## config.mk

```make
export PLATFORM = sky130hd
export DESIGN_NAME = temp_scancode_tx_flat
export DESIGN_NICKNAME = d
export VERILOG_FILES = /design/src/rtl/temp_scancode_tx_if.sv /design/src/rtl/temp_scancode_tx.sv /design/src/flat_wrapper.sv
export SDC_FILE = /design/constraint.sdc
export NUM_CORES = 1
export LEC_CHECK = 0
export ABC_AREA = 1
export BUFFER_PORTS_ARGS = -buffer_cell sky130_fd_sc_hd__buf_4
export CAP_MARGIN = 30
export CORE_UTILIZATION = 23
export DETAILED_ROUTE_END_ITERATION = 8
export PLACE_DENSITY_LB_ADDON = 0.12
export SETUP_SLACK_MARGIN = 0.2
export SYNTH_ARGS = -nofsm -noshare
export SYNTH_HDL_FRONTEND = slang
export SYNTH_SLANG_ARGS = --single-unit
```

## constraint.sdc

```tcl
create_clock -name CLK -period 5.9 [get_ports CLK]
set_input_delay 1.18 -clock CLK [delete_from_list [all_inputs] [get_ports CLK]]
set_output_delay 1.18 -clock CLK [all_outputs]
set_load 0.005 [all_outputs]
```

## src/rtl/temp_scancode_tx_if.sv

```systemverilog
// ============================================================================
// Module   : temp_scancode_tx_if
// Purpose  : Request/status and emulated PS/2 line bundle for temp_scancode_tx.
// Revision : 1.0 - initial release
// ============================================================================
`default_nettype none

interface temp_scancode_tx_if;
    logic [6:0] TEMP_IN;
    logic       start;
    logic       ps2_clk;
    logic       ps2_data;
    logic       busy;
    logic       done;
    logic       err;

    modport master (
        output TEMP_IN,
        output start,
        input  ps2_clk,
        input  ps2_data,
        input  busy,
        input  done,
        input  err
    );

    modport slave (
        input  TEMP_IN,
        input  start,
        output ps2_clk,
        output ps2_data,
        output busy,
        output done,
        output err
    );
endinterface

`default_nettype wire

```

## src/rtl/temp_scancode_tx.sv

```systemverilog
// ============================================================================
// Module   : temp_scancode_tx
// Purpose  : Sends a 0..99 temperature as two-digit PS/2 make/break frames.
// Revision : 1.0 - initial release
// ============================================================================
`default_nettype none

module temp_scancode_tx #(
    parameter int HALF_BIT = 25000,
    parameter int GAP      = 50000
) (
    input  wire logic          CLK,
    input  wire logic          reset,
    temp_scancode_tx_if.slave  bus
);

    localparam int CNT_MAX = (HALF_BIT > GAP) ? HALF_BIT : GAP;
    localparam int CW      = $clog2(CNT_MAX + 1);

    localparam logic [CW-1:0] c_hb_last  = CW'(HALF_BIT - 1);
    localparam logic [CW-1:0] c_gap_last = CW'(GAP - 1);
    localparam logic [3:0]    c_bit_last = 4'd10;
    localparam logic [2:0]    c_idx_last = 3'd5;
    localparam logic [7:0]    c_break    = 8'hF0;

    typedef enum logic [2:0] {
        S_IDLE   = 3'd0,
        S_LOAD   = 3'd1,
        S_BIT_HI = 3'd2,
        S_BIT_LO = 3'd3,
        S_GAP    = 3'd4,
        S_DONE   = 3'd5
    } state_t;

    state_t         state_q, state_d;
    logic [CW-1:0]  cnt_q, cnt_d;
    logic [3:0]     bit_q, bit_d;
    logic [2:0]     idx_q, idx_d;
    logic [10:0]    shift_q, shift_d;
    logic [7:0]     tcode_q, tcode_d;
    logic [7:0]     ucode_q, ucode_d;
    logic           ps2_clk_q, ps2_clk_d;
    logic           ps2_data_q, ps2_data_d;
    logic           busy_q, busy_d;
    logic           done_q, done_d;
    logic           err_q, err_d;

    logic [6:0]     w_tens;
    logic [6:0]     w_units;
    logic [7:0]     w_byte;

    function automatic logic [7:0] code_of(input logic [6:0] digit);
        logic [7:0] code;
        case (digit)
            7'd0:    code = 8'h45;
            7'd1:    code = 8'h16;
            7'd2:    code = 8'h1E;
            7'd3:    code = 8'h26;
            7'd4:    code = 8'h25;
            7'd5:    code = 8'h2E;
            7'd6:    code = 8'h36;
            7'd7:    code = 8'h3D;
            7'd8:    code = 8'h3E;
            7'd9:    code = 8'h46;
            default: code = 8'h45;
        endcase
        return code;
    endfunction

    // Comparison chain instead of a divider: the last threshold passed wins.
    always_comb begin
        w_tens  = 7'd0;
        w_units = bus.TEMP_IN;
        for (int k = 1; k <= 9; k++) begin
            if (bus.TEMP_IN >= 7'(10 * k)) begin
                w_tens  = 7'(k);
                w_units = bus.TEMP_IN - 7'(10 * k);
            end
        end
    end

    always_comb begin
        case (idx_q)
            3'd0, 3'd2: w_byte = tcode_q;
            3'd1, 3'd4: w_byte = c_break;
            default:    w_byte = ucode_q;
        endcase
    end

    always_comb begin
        state_d = state_q;
        cnt_d   = cnt_q;
        bit_d   = bit_q;
        idx_d   = idx_q;
        shift_d = shift_q;
        tcode_d = tcode_q;
        ucode_d = ucode_q;
        err_d   = 1'b0;

        case (state_q)
            S_IDLE: begin
                if (bus.start) begin
                    if (bus.TEMP_IN <= 7'd99) begin
                        tcode_d = code_of(w_tens);
                        ucode_d = code_of(w_units);
                        idx_d   = 3'd0;
                        cnt_d   = '0;
                        state_d = S_LOAD;
                    end else begin
                        err_d = 1'b1;
                    end
                end
            end

            S_LOAD: begin
                // Shifted out LSB first: start, data[0..7], odd parity, stop.
                shift_d = {1'b1, ~^w_byte, w_byte, 1'b0};
                bit_d   = 4'd0;
                cnt_d   = '0;
                state_d = S_BIT_HI;
            end

            S_BIT_HI: begin
                if (cnt_q == c_hb_last) begin
                    cnt_d   = '0;
                    state_d = S_BIT_LO;
                end else begin
                    cnt_d = cnt_q + CW'(1);
                end
            end

            S_BIT_LO: begin
                if (cnt_q == c_hb_last) begin
                    cnt_d = '0;
                    if (bit_q == c_bit_last) begin
                        state_d = S_GAP;
                    end else begin
                        bit_d   = bit_q + 4'd1;
                        shift_d = {1'b1, shift_q[10:1]};
                        state_d = S_BIT_HI;
                    end
                end else begin
                    cnt_d = cnt_q + CW'(1);
                end
            end

            S_GAP: begin
                if (cnt_q == c_gap_last) begin
                    cnt_d = '0;
                    if (idx_q == c_idx_last) begin
                        state_d = S_DONE;
                    end else begin
                        idx_d   = idx_q + 3'd1;
                        state_d = S_LOAD;
                    end
                end else begin
                    cnt_d = cnt_q + CW'(1);
                end
            end

            S_DONE: begin
                state_d = S_IDLE;
            end

            default: begin
                state_d = S_IDLE;
            end
        endcase

        // Outputs are registered from the next state so the lines never glitch.
        busy_d     = (state_d == S_LOAD) || (state_d == S_BIT_HI) ||
                     (state_d == S_BIT_LO) || (state_d == S_GAP);
        done_d     = (state_d == S_DONE);
        ps2_clk_d  = (state_d != S_BIT_LO);
        ps2_data_d = ((state_d == S_BIT_HI) || (state_d == S_BIT_LO)) ? shift_d[0] : 1'b1;
    end

    always_ff @(posedge CLK) begin
        if (reset) begin
            state_q    <= S_IDLE;
            cnt_q      <= '0;
            bit_q      <= 4'd0;
            idx_q      <= 3'd0;
            shift_q    <= '0;
            tcode_q    <= 8'h00;
            ucode_q    <= 8'h00;
            ps2_clk_q  <= 1'b1;
            ps2_data_q <= 1'b1;
            busy_q     <= 1'b0;
            done_q     <= 1'b0;
            err_q      <= 1'b0;
        end else begin
            state_q    <= state_d;
            cnt_q      <= cnt_d;
            bit_q      <= bit_d;
            idx_q      <= idx_d;
            shift_q    <= shift_d;
            tcode_q    <= tcode_d;
            ucode_q    <= ucode_d;
            ps2_clk_q  <= ps2_clk_d;
            ps2_data_q <= ps2_data_d;
            busy_q     <= busy_d;
            done_q     <= done_d;
            err_q      <= err_d;
        end
    end

    assign bus.ps2_clk  = ps2_clk_q;
    assign bus.ps2_data = ps2_data_q;
    assign bus.busy     = busy_q;
    assign bus.done     = done_q;
    assign bus.err      = err_q;

endmodule

`default_nettype wire

```

## src/flat_wrapper.sv

```systemverilog
// flat-port wrapper written by rule: the top's interface ports become plain ports
module temp_scancode_tx_flat 
#(
    parameter int HALF_BIT = 25000,
    parameter int GAP      = 50000
)
  (CLK, reset, bus_TEMP_IN, bus_start, bus_ps2_clk, bus_ps2_data, bus_busy, bus_done, bus_err);
  temp_scancode_tx_if bus_i ();
  input  wire logic CLK;
  input  wire logic reset;
  input wire logic [$bits(bus_i.TEMP_IN)-1:0] bus_TEMP_IN;
  input wire logic [$bits(bus_i.start)-1:0] bus_start;
  output wire logic [$bits(bus_i.ps2_clk)-1:0] bus_ps2_clk;
  output wire logic [$bits(bus_i.ps2_data)-1:0] bus_ps2_data;
  output wire logic [$bits(bus_i.busy)-1:0] bus_busy;
  output wire logic [$bits(bus_i.done)-1:0] bus_done;
  output wire logic [$bits(bus_i.err)-1:0] bus_err;
  assign bus_i.TEMP_IN = bus_TEMP_IN;
  assign bus_i.start = bus_start;
  assign bus_ps2_clk = bus_i.ps2_clk;
  assign bus_ps2_data = bus_i.ps2_data;
  assign bus_busy = bus_i.busy;
  assign bus_done = bus_i.done;
  assign bus_err = bus_i.err;
  temp_scancode_tx #(.HALF_BIT(HALF_BIT), .GAP(GAP)) u_core (.CLK(CLK), .reset(reset), .bus(bus_i));
endmodule
```

; ---- Yosys cells after proc, flatten, opt, wreduce, memory -nomap -nowiden
; Memories as Yosys holds them, arrays and structs flattened. A register that Yosys moved wholly into a read port is not among the register bits.
; Index checks and enable logic that the tools add are counted.
[op_classes]
magnitude_cmp = 10
mux = 46
reduce_logical = 21
add_sub_neg = 12
n_eq_ne = 23
n_bitwise = 3
[op_table]
columns = op, count
row1 = 16-bit 2-to-1 mux, 4
row2 = 16-bit one-hot mux with 4 select lines, 1
row3 = 7-bit 2-to-1 mux, 9
row4 = 3-bit 2-to-1 mux, 15
row5 = 11-bit 2-to-1 mux, 2
row6 = 11-bit one-hot mux with 2 select lines, 1
row7 = "7-bit by 6-bit >= comparator with 1-bit output, second input constant", 3
row8 = "7-bit >= comparator, second input constant", 3
row9 = "7-bit by 6-bit subtractor with 7-bit output, second input constant", 3
row10 = "7-bit subtractor, second input constant", 3
row11 = "16-bit by 1-bit adder with 16-bit output, second input constant", 1
row12 = "16-bit by 15-bit equality test with 1-bit output, second input constant", 1
row13 = "16-bit equality test, second input constant", 1
row14 = 4-bit 2-to-1 mux, 4
row15 = 8-bit 2-to-1 mux, 2
row16 = 8-bit one-hot mux with 2 select lines, 1
row17 = "3-bit by 2-bit equality test with 1-bit output, second input constant", 5
row18 = "3-bit equality test, second input constant", 5
row19 = 3-bit one-hot mux with 5 select lines, 1
row20 = "7-bit by 5-bit >= comparator with 1-bit output, second input constant", 2
row21 = "7-bit by 5-bit subtractor with 7-bit output, second input constant", 2
row22 = "3-bit by 1-bit equality test with 1-bit output, second input constant", 3
row23 = 3-bit logical NOT, 3
row24 = 3-bit AND reduction, 3
row25 = other kinds (22), 37
[totals]
romBits = 192
ff_bits = 58
mem_count = 2
elab_cells = 130
input_bits = 10
output_inout_bits = 5
[memory_table]
columns = memory, depth, width, read_ports, rd_ports_with_merged_regs, wr, line_no
row1 = (name not given), 16, 6, 1, 1, 0, temp_scancode_tx.sv:54  ; case (digit)
row2 = (name not given), 16, 6, 1, 1, 0, temp_scancode_tx.sv:54

; ---- Longest topological paths before layout
; Gate-level depths: netlist (run 1).
[depth]
depth_word = 12
depth_mapped = 23
depth_no_buf = 23

; ---- Worst setup path after synthesis (run 1)
; No wires, ideal clock.
[synth_timing]
kind = input-to-reg
startpoint = input port bus_TEMP_IN[2]
endpoint = register u_core.ucode_q[1]
arrival_time_ps = 2990
cell_stages = 21
path_buffers = 0
setup_time_ps = 132
setup_slack_ps = 2777
path_cell_list = inv_1 > ha_1 > nor2_1 > nor2_2 > nand2_2 > nand2_1 > nand2_1 > nand2_1 > nand2_1 > nand2_1 > nand2_1 > nand2_2 > nand2_2 > nand2_1 > nand2_1 > ha_1 > inv_1 > o21ai_0 > inv_1 > nand2_1 > a21oi_1
[synth_via]
elab_chain_len = 10
elab_cells_between_ends = 29
cone_classes = add/sub: 9 / order compare: 10 / mux: 9 / reduce/logical: 1
[synth_rtl]
columns = item, line_no
row1 = "start, declared", flat_wrapper.sv:11  ; input wire logic [$bits(bus_i.TEMP_IN)-1:0] bus_TEMP_IN;
row2 = 7-bit by 4-bit subtractor with 7-bit output / 7-bit by 4-bit >= comparator with 1-bit output (equally long branches), "temp_scancode_tx.sv:77, temp_scancode_tx.sv:75"
row3 = 7-bit 2-to-1 mux (9 in series), temp_scancode_tx.sv:75  ; if (bus.TEMP_IN >= 7'(10 * k)) begin
row4 = "end, declared", temp_scancode_tx.sv:41  ; logic [7:0] ucode_q, ucode_d;
; Parallel ways exist; a longest one is shown, timed or not.
; A chain may end at the register's enable or synchronous reset.

; ---- Worst setup path after layout (run 1)
[layout_timing]
startpoint = input port bus_TEMP_IN[2]
endpoint = register u_core.cnt_q[8]
[layout_via]
elab_chain_len = 3
[layout_rtl]
columns = item, line_no
row1 = 7-bit <= comparator, temp_scancode_tx.sv:103  ; if (bus.TEMP_IN <= 7'd99) begin
row2 = 2-bit by 1-bit != test with 1-bit output (no line), --
row3 = 3-bit AND reduction (no line), --
row4 = "end signal, assigned", temp_scancode_tx.sv:194  ; cnt_q <= cnt_d;
row5 = "end, declared", temp_scancode_tx.sv:36  ; logic [CW-1:0] cnt_q, cnt_d;
; Every way passes these cells.

==> run metrics, run 1 <==
power density over cell area=325 nW/um^2; sequential power share=36.2%; Final nets=between 500 and 600; crit-path max FO=14; Final HPWL DP=7330 um; Comb pwr share=between 40% and 50%; most used routing layer=met2; initial antenna violation count=0; GRT Total Usage=12.4%; internal power=777 uW; Layout Utilization=26.2%; Async SR Flop Fraction=0%; cell taking the most area after synthesis=dfxtp_1; total congestion overflow=0; ANT cells=0; Switch Pwr=518 uW; Synth area leaders=dfxtp_1 (31%), nand2_1 (12%), inv_1 (8.6%); mapped cell area=3580 um^2; DR vias=around 3300; Clk pin slew, worst setup/hold paths=around 70 ps; Core Footprint=15200 um^2; Worst-Skew Late Latency=300 ps; DRT iter0 DRCs=197; synth unique cells=44; Max Slew Vio Count=0; syn nets=567; RSZ-0062 raised after global routing=false; crit path DAT=3770 ps; clk sinks=55; CTS Buf Count=5; vias in the first global route=3222; die height=127 um; crit path capture=u_core.cnt_q[8]; first-pass GRT wire length=16000 um; fmax=280 MHz; final hold violations=0; CTS tree=done; ys flop type=dfxtp_1; DRC=0; slowest stage cell, crit path=or2_1; GRT met2 Usage=20.6%; num rows=45; PortBufs=14; Die W=127 um; final setup violating endpoints=0; Switching Share=40.0%; kind of critical path=in2reg; Worst Clk Skew=between 4 and 5 ps; met3 GRT Util=1.60%; peak supply drop=about 120 uV; Cell Chain, Critical Path=buf_4 -> inv_1 -> ha_1 -> inv_1 -> o21ai_1 -> o21ai_1 -> nor2_1 -> nand2_1 -> nand2_1 -> or2_1 -> inv_2 -> a21oi_4 -> inv_1 -> a221oi_1; crit start category=input pin; Post-Syn Area per Cell=6.67 um^2; CTS H-tree lvls=2; CTS root buffer=clkbuf_16; Ports=15; outcome=finished, final reports clean; Max Buffers Root-to-Sink=2; WL/cell=between 10 and 15 um; Die Area=16100 um^2; Max-slew headroom=54.5%; CP max stage delay=550 ps; reg2reg setup slack=3150 ps; Clock Power Share=23.4%; Area Overhead vs Synth=11.2%; GPL Wtd Cong=0.813; Routed Antenna Nets=0; FF-to-FF End=u_core.ucode_q[1]; Seq cells post-synth=55; synth warn=0; DRT Wirelength=roughly 9400 um; initial core utilization=23.6%; Final Cycle Share=between 60% and 70%; synthesized instance count=537; Hold Path Class=reg2reg; crit path from=bus_TEMP_IN[2]; Setup crit end kind=flop; crit-path most repeated cell=inv_1; setup bufs post-CTS=0; FF-to-FF Start=u_core.cnt_q[1]; Post-synth EDFFs=0; met1 Usage GRT=between 10% and 20%; largest net degree at the start of global routing=32; sequential fraction of the synthesis area=30.7%; setup_tns=0 ps; leakage=0.00172 uW; DR pass1 iterations=4; share of cells above drive strength 1=roughly a tenth; fraction of post-synthesis cell area in the top cell type by area=30.7%; min Tclk post-route=3570 ps; r2r worst-path depth=15; MaxCap Viol Count=0; Post-CTS Resized=0; DR vias/cell=4.56; CTS Hold Bufs=0; worst-margin pin slew=roughly 700 ps; Worst Path Required=6110 ps; Fillers=about 1700
-- worst max-delay path, delay by kind of cell --
kind,cells,cell delay [ps]
simple gates,4,940
buf+inv,5,750
compound gates,4,730
fa+ha+maj,1,180
-- cell families (layout without fill, tap and decap cells) --
family                   count (synthesis)  after routing  share of synthesized area, %
AND/OR/NAND/NOR                        234            234                          28.9
AO/OA/AOI/OAI                          115            115                          18.9
buffers and inverters                  103            112                          12.0
flip-flops                              55             55                          30.7
adder cells (fa/ha/maj)                 20             20                          6.99
XOR/XNOR                                 9              9                          2.20
multiplexers                             1              1                         0.280
-- worst min-delay path by stage --
stage,startpoint,endpoint,slack [ps],cells after the start
floorplan,u_core.ucode_q[2],u_core.ucode_q[2],440,2
finish,u_core.ucode_q[2],u_core.ucode_q[2],460,2
global placement,u_core.ucode_q[2],u_core.ucode_q[2],450,2
detailed placement,u_core.ucode_q[2],u_core.ucode_q[2],450,2
CTS,u_core.shift_q[7],u_core.shift_q[7],470,2
global route,u_core.shift_q[3],u_core.shift_q[3],480,2
-- cell usage in the layout (no fill, tap or decap), types with 4 or more instances in the layout --
cell,synthesis,routed
nor2_1,51,51
nand4_1,6,6
nor4_1,7,7
inv_1,82,82
xor2_1,4,4
nand2_1,114,114
nor2_2,5,5
a21oi_1,51,51
a31oi_1,5,5
clkbuf_16,0,5
dfxtp_1,55,55
a22oi_1,6,6
nor3_1,12,12
a211oi_1,4,4
inv_2,8,8
o21ai_0,26,26
nand3_1,23,23
buf_4,2,15
ha_1,20,20
o22ai_1,5,5
nand2_2,5,5
xnor2_1,5,5
-- routing by layer --
metal | up-vias | share of wire (%)
li1 | 1769 | -
met1 | 1519 | 51
met2 | 50 | 45
met3 | 9 | 2.3
met4 | 0 | 1.5
met5 | - | 0
-- sequential cells by signal, indices dropped and copies added, names as in the netlist --
signal and count:
u_core.bit_q 4, u_core.bus.busy 1, u_core.bus.done 1, u_core.bus.err 1, u_core.bus.ps2_clk 1, u_core.bus.ps2_data 1, u_core.cnt_q 16, u_core.idx_q 3
u_core.shift_q 11, u_core.state_q 3, u_core.tcode_q 6, u_core.ucode_q 7
-- final cells by class --
class / count / area (um^2) / area share, %
Clock inverter: 1 / 5.00 / 0.126
Timing Repair Buffer: 15 / 113 / 2.83
Inverter: 90 / 338 / 8.49
Clock buffer: 6 / 139 / 3.49
Sequential cell: 55 / 1100 / 27.7
Tap cell: 188 / 235 / 5.91
Multi-Input combinational cell: 379 / 2050 / 51.5
-- per-stage QoR --
step	setup slack (ps)	std cells	hold slack (ps)	area [um^2]	power [uW]
2_1_floorplan	2780	537	436	3580	879
3_3_place_gp	2070	727	450	3840	1010
3_5_place_dp	2090	727	453	3840	1000
4_1_cts	2420	734	466	3980	1320
5_1_grt	2070	734	484	3980	1410
6_report	2330	734	465	3980	1290
-- synth_stat cells (2+ instances only) --
| cell type | instances |
|---|---|
| a211oi_1 | 4 |
| a21oi_1 | 51 |
| a31oi_1 | 5 |
| ha_1 | 20 |
| buf_6 | 4 |
| buf_4 | 2 |
| and3_1 | 2 |
| a21oi_2 | 3 |
| clkbuf_1 | 3 |
| dfxtp_1 | 55 |
| nor4_1 | 7 |
| a221oi_1 | 3 |
| buf_2 | 4 |
| o21ai_1 | 3 |
| nor3_1 | 12 |
| o21ai_0 | 26 |
| nand4_1 | 6 |
| nand2_2 | 5 |
| inv_1 | 82 |
| nor2_1 | 51 |
| nor2_2 | 5 |
| nor2_4 | 3 |
| xnor2_1 | 5 |
| a22oi_1 | 6 |
| o21ai_2 | 2 |
| xor2_1 | 4 |
| o22ai_1 | 5 |
| inv_2 | 8 |
| nand3_1 | 23 |
| nand2_1 | 114 |
-- power groups by stage --
stage | clock network, uW | registers, uW | logic [uW]
2_1_floorplan | 0 | 468 | 411
3_3_place_gp | 0 | 478 | 532
3_5_place_dp | 0 | 477 | 528
4_1_cts | 317 | 470 | 530
5_1_grt | 330 | 478 | 597
6_report | 304 | 469 | 522
Power figures use the tool's default switching activity.
==> run 2: changes to the inputs <==
==> constraint.sdc (replaced) <==
create_clock -name CLK -period 3.3 [get_ports CLK]
set_input_delay 0.66 -clock CLK [delete_from_list [all_inputs] [get_ports CLK]]
set_output_delay 0.66 -clock CLK [all_outputs]
set_load 0.005 [all_outputs]
==> run 2 against run 1 <==
Net effect: die area unchanged; critical path depth up 8; final cell count up 1.1%; sequential cell count unchanged; register-to-register slack worse by 2300 ps; cell area up 1.6%; via count down 0.60%.
==> run metrics, run 2 (synthesis gave the netlist of run 1 again) <==
peak supply drop=267 uV; slowest stage cell, crit path=ha_1; first-pass GRT wire length=16100 um; DR pass1 iterations=4; Worst-Skew Late Latency=about 300 ps; crit start category=input pin; initial core utilization=a little under a quarter; largest net degree at the start of global routing=32; crit path DAT=about 3000 ps; CTS Hold Bufs=0; CTS H-tree lvls=2; hold path startpoint=u_core.shift_q[3]; Routed Antenna Nets=0; crit-path max FO=8; total congestion overflow=0; DR vias/cell=4.48; DRT iter0 DRCs=125; kind of critical path=in2reg; Cell Chain, Critical Path=buf_4 -> inv_1 -> ha_1 -> nor2_1 -> nor2_2 -> nand2_2 -> nand2_1 -> nand2_1 -> nand2_1 -> nand2_1 -> nand2_1 -> nand2_1 -> nand2_2 -> nand2_2 -> nand2_1 -> nand2_1 -> ha_1 -> inv_1 -> nand2_1 -> o21ai_0 -> a21oi_1 -> nor2_1; Hold EP=u_core.shift_q[3]; Post-CTS Resized=0; Max Slew Vio Count=0; Layout Utilization=26.6%; Max-slew headroom=a little over a third; ANT cells=0; vias in the first global route=3201; Final HPWL DP=7420 um; Die Area=16100 um^2; CTS Buf Count=5; Largest Register=u_core.cnt_q; DR vias=3327; initial antenna violation count=0; Die W=127 um; min Tclk post-route=around 2800 ps; buffer and inverter count on the worst path=3; DRC=0; final setup violating endpoints=0; setup bufs post-CTS=0; outcome=finished, final reports clean; RSZ-0062 raised after global routing=false; max reg flops=16; DRT Wirelength=9560 um; hold depth=2; reg2reg setup slack=880 ps; Ports=15; share of cells above drive strength 1=approximately 11%; CTS root buffer=clkbuf_16; crit-path most repeated cell=nand2_1; Final nets=approximately 580; worst-margin pin slew=976 ps; power density over cell area=between 500 and 600 nW/um^2; clk sinks=between 50 and 60; Core Footprint=15200 um^2; fmax=359 MHz; most used routing layer=met2; Worst Path Required=3500 ps; leakage=between 0.0015 and 0.002 uW; Area Overhead vs Synth=13.0%; Final Cycle Share=84.4%; biggest regs=u_core.cnt_q (16), u_core.shift_q (11), u_core.ucode_q (7); GRT Total Usage=12.5%; Worst Clk Skew=between 8 and 9 ps; dpl cells=735; met3 GRT Util=1.60%; MaxCap Viol Count=0; setup_tns=0 ps; Hold Path Class=reg2reg; Final Non-Filler Cells=between 700 and 800; GRT met2 Usage=roughly a fifth; FF-to-FF Start=u_core.cnt_q[0]; FF-to-FF End=u_core.ucode_q[1]; CTS tree=done; PortBufs=14; WL/cell=approximately 13 um; final hold violations=0; r2r worst-path depth=15; num rows=45; Setup crit end kind=flop; Top delay family on crit path=simple AND/OR/NAND/NOR gates; Max Buffers Root-to-Sink=2; most common cell after layout, fill and taps aside=nand2_1; Clk pin slew, worst setup/hold paths=70 ps; most frequent cells in the layout=nand2_1 (114), inv_1 (82), dfxtp_1 (55), nor2_1 (51), a21oi_1 (51); met1 Usage GRT=17.5%; die height=127 um; CP max stage delay=~300 ps; GPL Wtd Cong=0.810
## run 2: report_power, final
part           switching [uW]  internal (uW)
clock                     255            302
sequential               60.1            780
combinational             614            343
## run 2: worst max-delay path by stage
stage,startpoint,endpoint,slack [ps],cells after the start
after floorplan,bus_TEMP_IN[2],u_core.ucode_q[1],700,21
after global placement,bus_TEMP_IN[2],u_core.ucode_q[1],270,22
after detailed placement,bus_TEMP_IN[2],u_core.ucode_q[4],220,22
after CTS,bus_TEMP_IN[2],u_core.ucode_q[4],530,22
after global routing,bus_TEMP_IN[2],u_core.ucode_q[4],230,22
final,bus_TEMP_IN[2],u_core.ucode_q[4],510,22
## run 2: final cells by class
type	instances	area (um^2)
repair buffers	23	173
clock inverters	1	8.76
clock buffers	6	139
multi-input cells	379	2050
fillers	1720	11200
inverters	90	338
well taps	188	235
flip-flops and latches	55	1100
## run 2: metal layers
metal / wire length (um) / share of wire [%]
met1: 5120 / 54
met2: 4160 / 44
met3: 161 / 1.7
met4: 117 / 1.2
met5: 0 / 0
## run 2: metrics by stage
stage | total power (uW) | worst slack, ps | area (um^2) | hold WS [ps]
4_1_cts | 2400 | 527 | 4050 | 470
6_report | 2350 | 513 | 4050 | 465
2_1_floorplan | 1570 | 697 | 3580 | 436
5_1_grt | 2560 | 227 | 4050 | 491
3_3_place_gp | 1830 | 267 | 3900 | 453
3_5_place_dp | 1830 | 223 | 3900 | 458
## run 2: worst reg2reg max path: stages (launching register included)
cell and delay [ps]:
dfxtp_1 340, ha_1 170, nand2_1 100, inv_1 80, nand2_1 80, nor2_1 120, nand2_1 100, nand2_1 110
nand2_1 80, nor3_1 320, nand2_1 180, inv_1 310, o21ai_0 150, inv_1 70, nand2_1 50, a21oi_1 100
==> run 3: changes to the inputs <==
==> constraint.sdc (replaced) <==
create_clock -name CLK -period 2.49 [get_ports CLK]
set_input_delay 0.498 -clock CLK [delete_from_list [all_inputs] [get_ports CLK]]
set_output_delay 0.498 -clock CLK [all_outputs]
set_load 0.005 [all_outputs]
==> run 3 against run 2 <==
Net effect: first-iteration DRC count is 26% higher; combinational power rose by 77%; critical endpoint is now u_core.tcode_q[1]; die area did not move; routed wire length grew 6.5%; clock skew fell by 2.5 ps; final cell count up 7.3%; critical path type unchanged; largest power group unchanged.
==> run metrics, run 3 (synthesis gave the netlist of run 1 again) <==
outcome=finished, final reports clean; power density over cell area=725 nW/um^2; Hold Path Class=reg2reg; Fillers=1675; Final Cycle Share=91.0%; DR vias=3587; kind of critical path=in2reg; final setup violating endpoints=0; Setup crit end kind=flop; DR vias/cell=around 4.5; pre-CTS setup slack=-225 ps; Die W=127 um; DRC=0; Clk pin slew, worst setup/hold paths=70 ps; crit-path max FO=5; fin worst setup slack=224 ps; DRT iter0 DRCs=157; final hold violations=0; first-pass GRT wire length=16900 um; RSZ-0062 raised after global routing=true; initial antenna violation count=0; MaxCap Viol Count=0; min Tclk post-route=roughly 2300 ps; Largest Register=u_core.cnt_q; dpl cells=782; Ports=15; num rows=45; Worst Path Required=2720 ps; ANT cells=0; fmax=around 440 MHz; Die Area=16100 um^2; crit path DAT=2500 ps; total congestion overflow=0; hold depth=2; worst-margin pin slew=approximately 600 ps; peak supply drop=283 uV; WHS=roughly 460 ps; PortBufs=14; Final HPWL DP=7780 um; Max-slew headroom=60.5%; share of cells above drive strength 1=29.8%; crit start category=input pin; initial core utilization=23.6%; clk sinks=55; CTS root buffer=clkbuf_16; r2r worst-path depth=10; CTS Buf Count=5; leakage=just over 0.002 uW; CTS H-tree lvls=2; GPL Wtd Cong=0.784; GRT Total Usage=12.9%; total power=3520 uW; most frequent cells in the layout=nand2_1 (98), inv_1 (74), buf_4 (69), dfxtp_1 (55), nor2_1 (45); Worst-Skew Late Latency=300 ps; WL/cell=12.8 um; vias in the first global route=approximately 3500; Worst Clk Skew=between 5 and 6 ps; Area Overhead vs Synth=35.6%; Routed Antenna Nets=0; die height=127 um; largest net degree at the start of global routing=32; Final Non-Filler Cells=796; DRT Wirelength=between 10000 and 15000 um; Max Slew Vio Count=0; most common cell after layout, fill and taps aside=nand2_1; Final nets=638; biggest regs=u_core.cnt_q (16), u_core.shift_q (11), u_core.ucode_q (7); DR pass1 iterations=5; CTS tree=done; Core Footprint=roughly 15000 um^2; Max Buffers Root-to-Sink=2; max reg flops=16
==> run 3: cell count changes in the layout (fill, tap and decap cells not counted), sizes merged <==
cell and delta:
buf +53, clkinv +1, clkinvlp +1, inv -2, nand2 +1
==> run 3: where the power goes <==
| part | total [uW] | switching (uW) | leakage, uW | internal [uW] |
|---|---|---|---|---|
| sequential | 1120 | 80.7 | 0.000448 | 1030 |
| combinational | 1690 | 972 | 0.00155 | 717 |
| clock | 717 | 323 | 0.0000727 | 394 |
| total | 3520 | 1380 | 0.00208 | 2150 |
==> run 3: through the flow <==
step | cell area (um^2) | setup TNS [ps] | utilization (%)
floorplan | 3610 | 0 | -
CTS | 4450 | 0 | 29.3
detailed placement | 4280 | -3200 | 28.1
global route | 4850 | 0 | 31.9
global placement | 4280 | -3340 | 28.1
finish | 4850 | 0 | 31.9
==> run 3: repair_timing <==
item | in CTS | in global routing
gates resized for setup | 6 | 90
hold buffers | 0 | 0
gates cloned | 0 | 1
buffers inserted | 1 | 5
endpoints found under the setup margin | 17 | 27
pin swaps | 1 | 36
==> run 3: layout make-up <==
cell class / count / area [um^2] / share of cell area [%]
sequential: 55 / 1100 / 22.7
inverter: 90 / 349 / 7.19
multi-input combinational: 380 / 2420 / 49.8
clock buffer: 6 / 139 / 2.86
tap: 188 / 235 / 4.85
timing repair buffer: 76 / 609 / 12.6
clock inverter: 1 / 5.00 / 0.103
==> run 3: worst max-delay path, stage by stage <==
cell and delay, ps:
buf_4 140, inv_1 100, buf_4 160, ha_1 140
nand2_1 70, nand2_2 90, a21oi_4 80, buf_4 140
buf_4 130, a21oi_2 140, inv_1 100, ha_4 280
inv_4 40, a21oi_4 160, o21ai_2 80, a21oi_1 130
==> run 3: final timing paths <==
path	startpoint	endpoint	slack (ps)
worst max-delay path	bus_TEMP_IN[1]	u_core.tcode_q[1]	220
worst max register to register	u_core.idx_q[0]	u_core.shift_q[9]	400
worst min-delay path	u_core.shift_q[2]	u_core.shift_q[2]	460
worst min register to register	u_core.shift_q[2]	u_core.shift_q[2]	460
==> run 3: routing by layer <==
metal  global-route usage (%)  vias to the layer above  routed length [um]
met5                        0                        -                   0
met4                     3.64                        0                 127
met3                     1.18                       10                 229
met2                     22.2                       47                4900
met1                     17.3                     1639                4930
li1                         -                     1891                   -
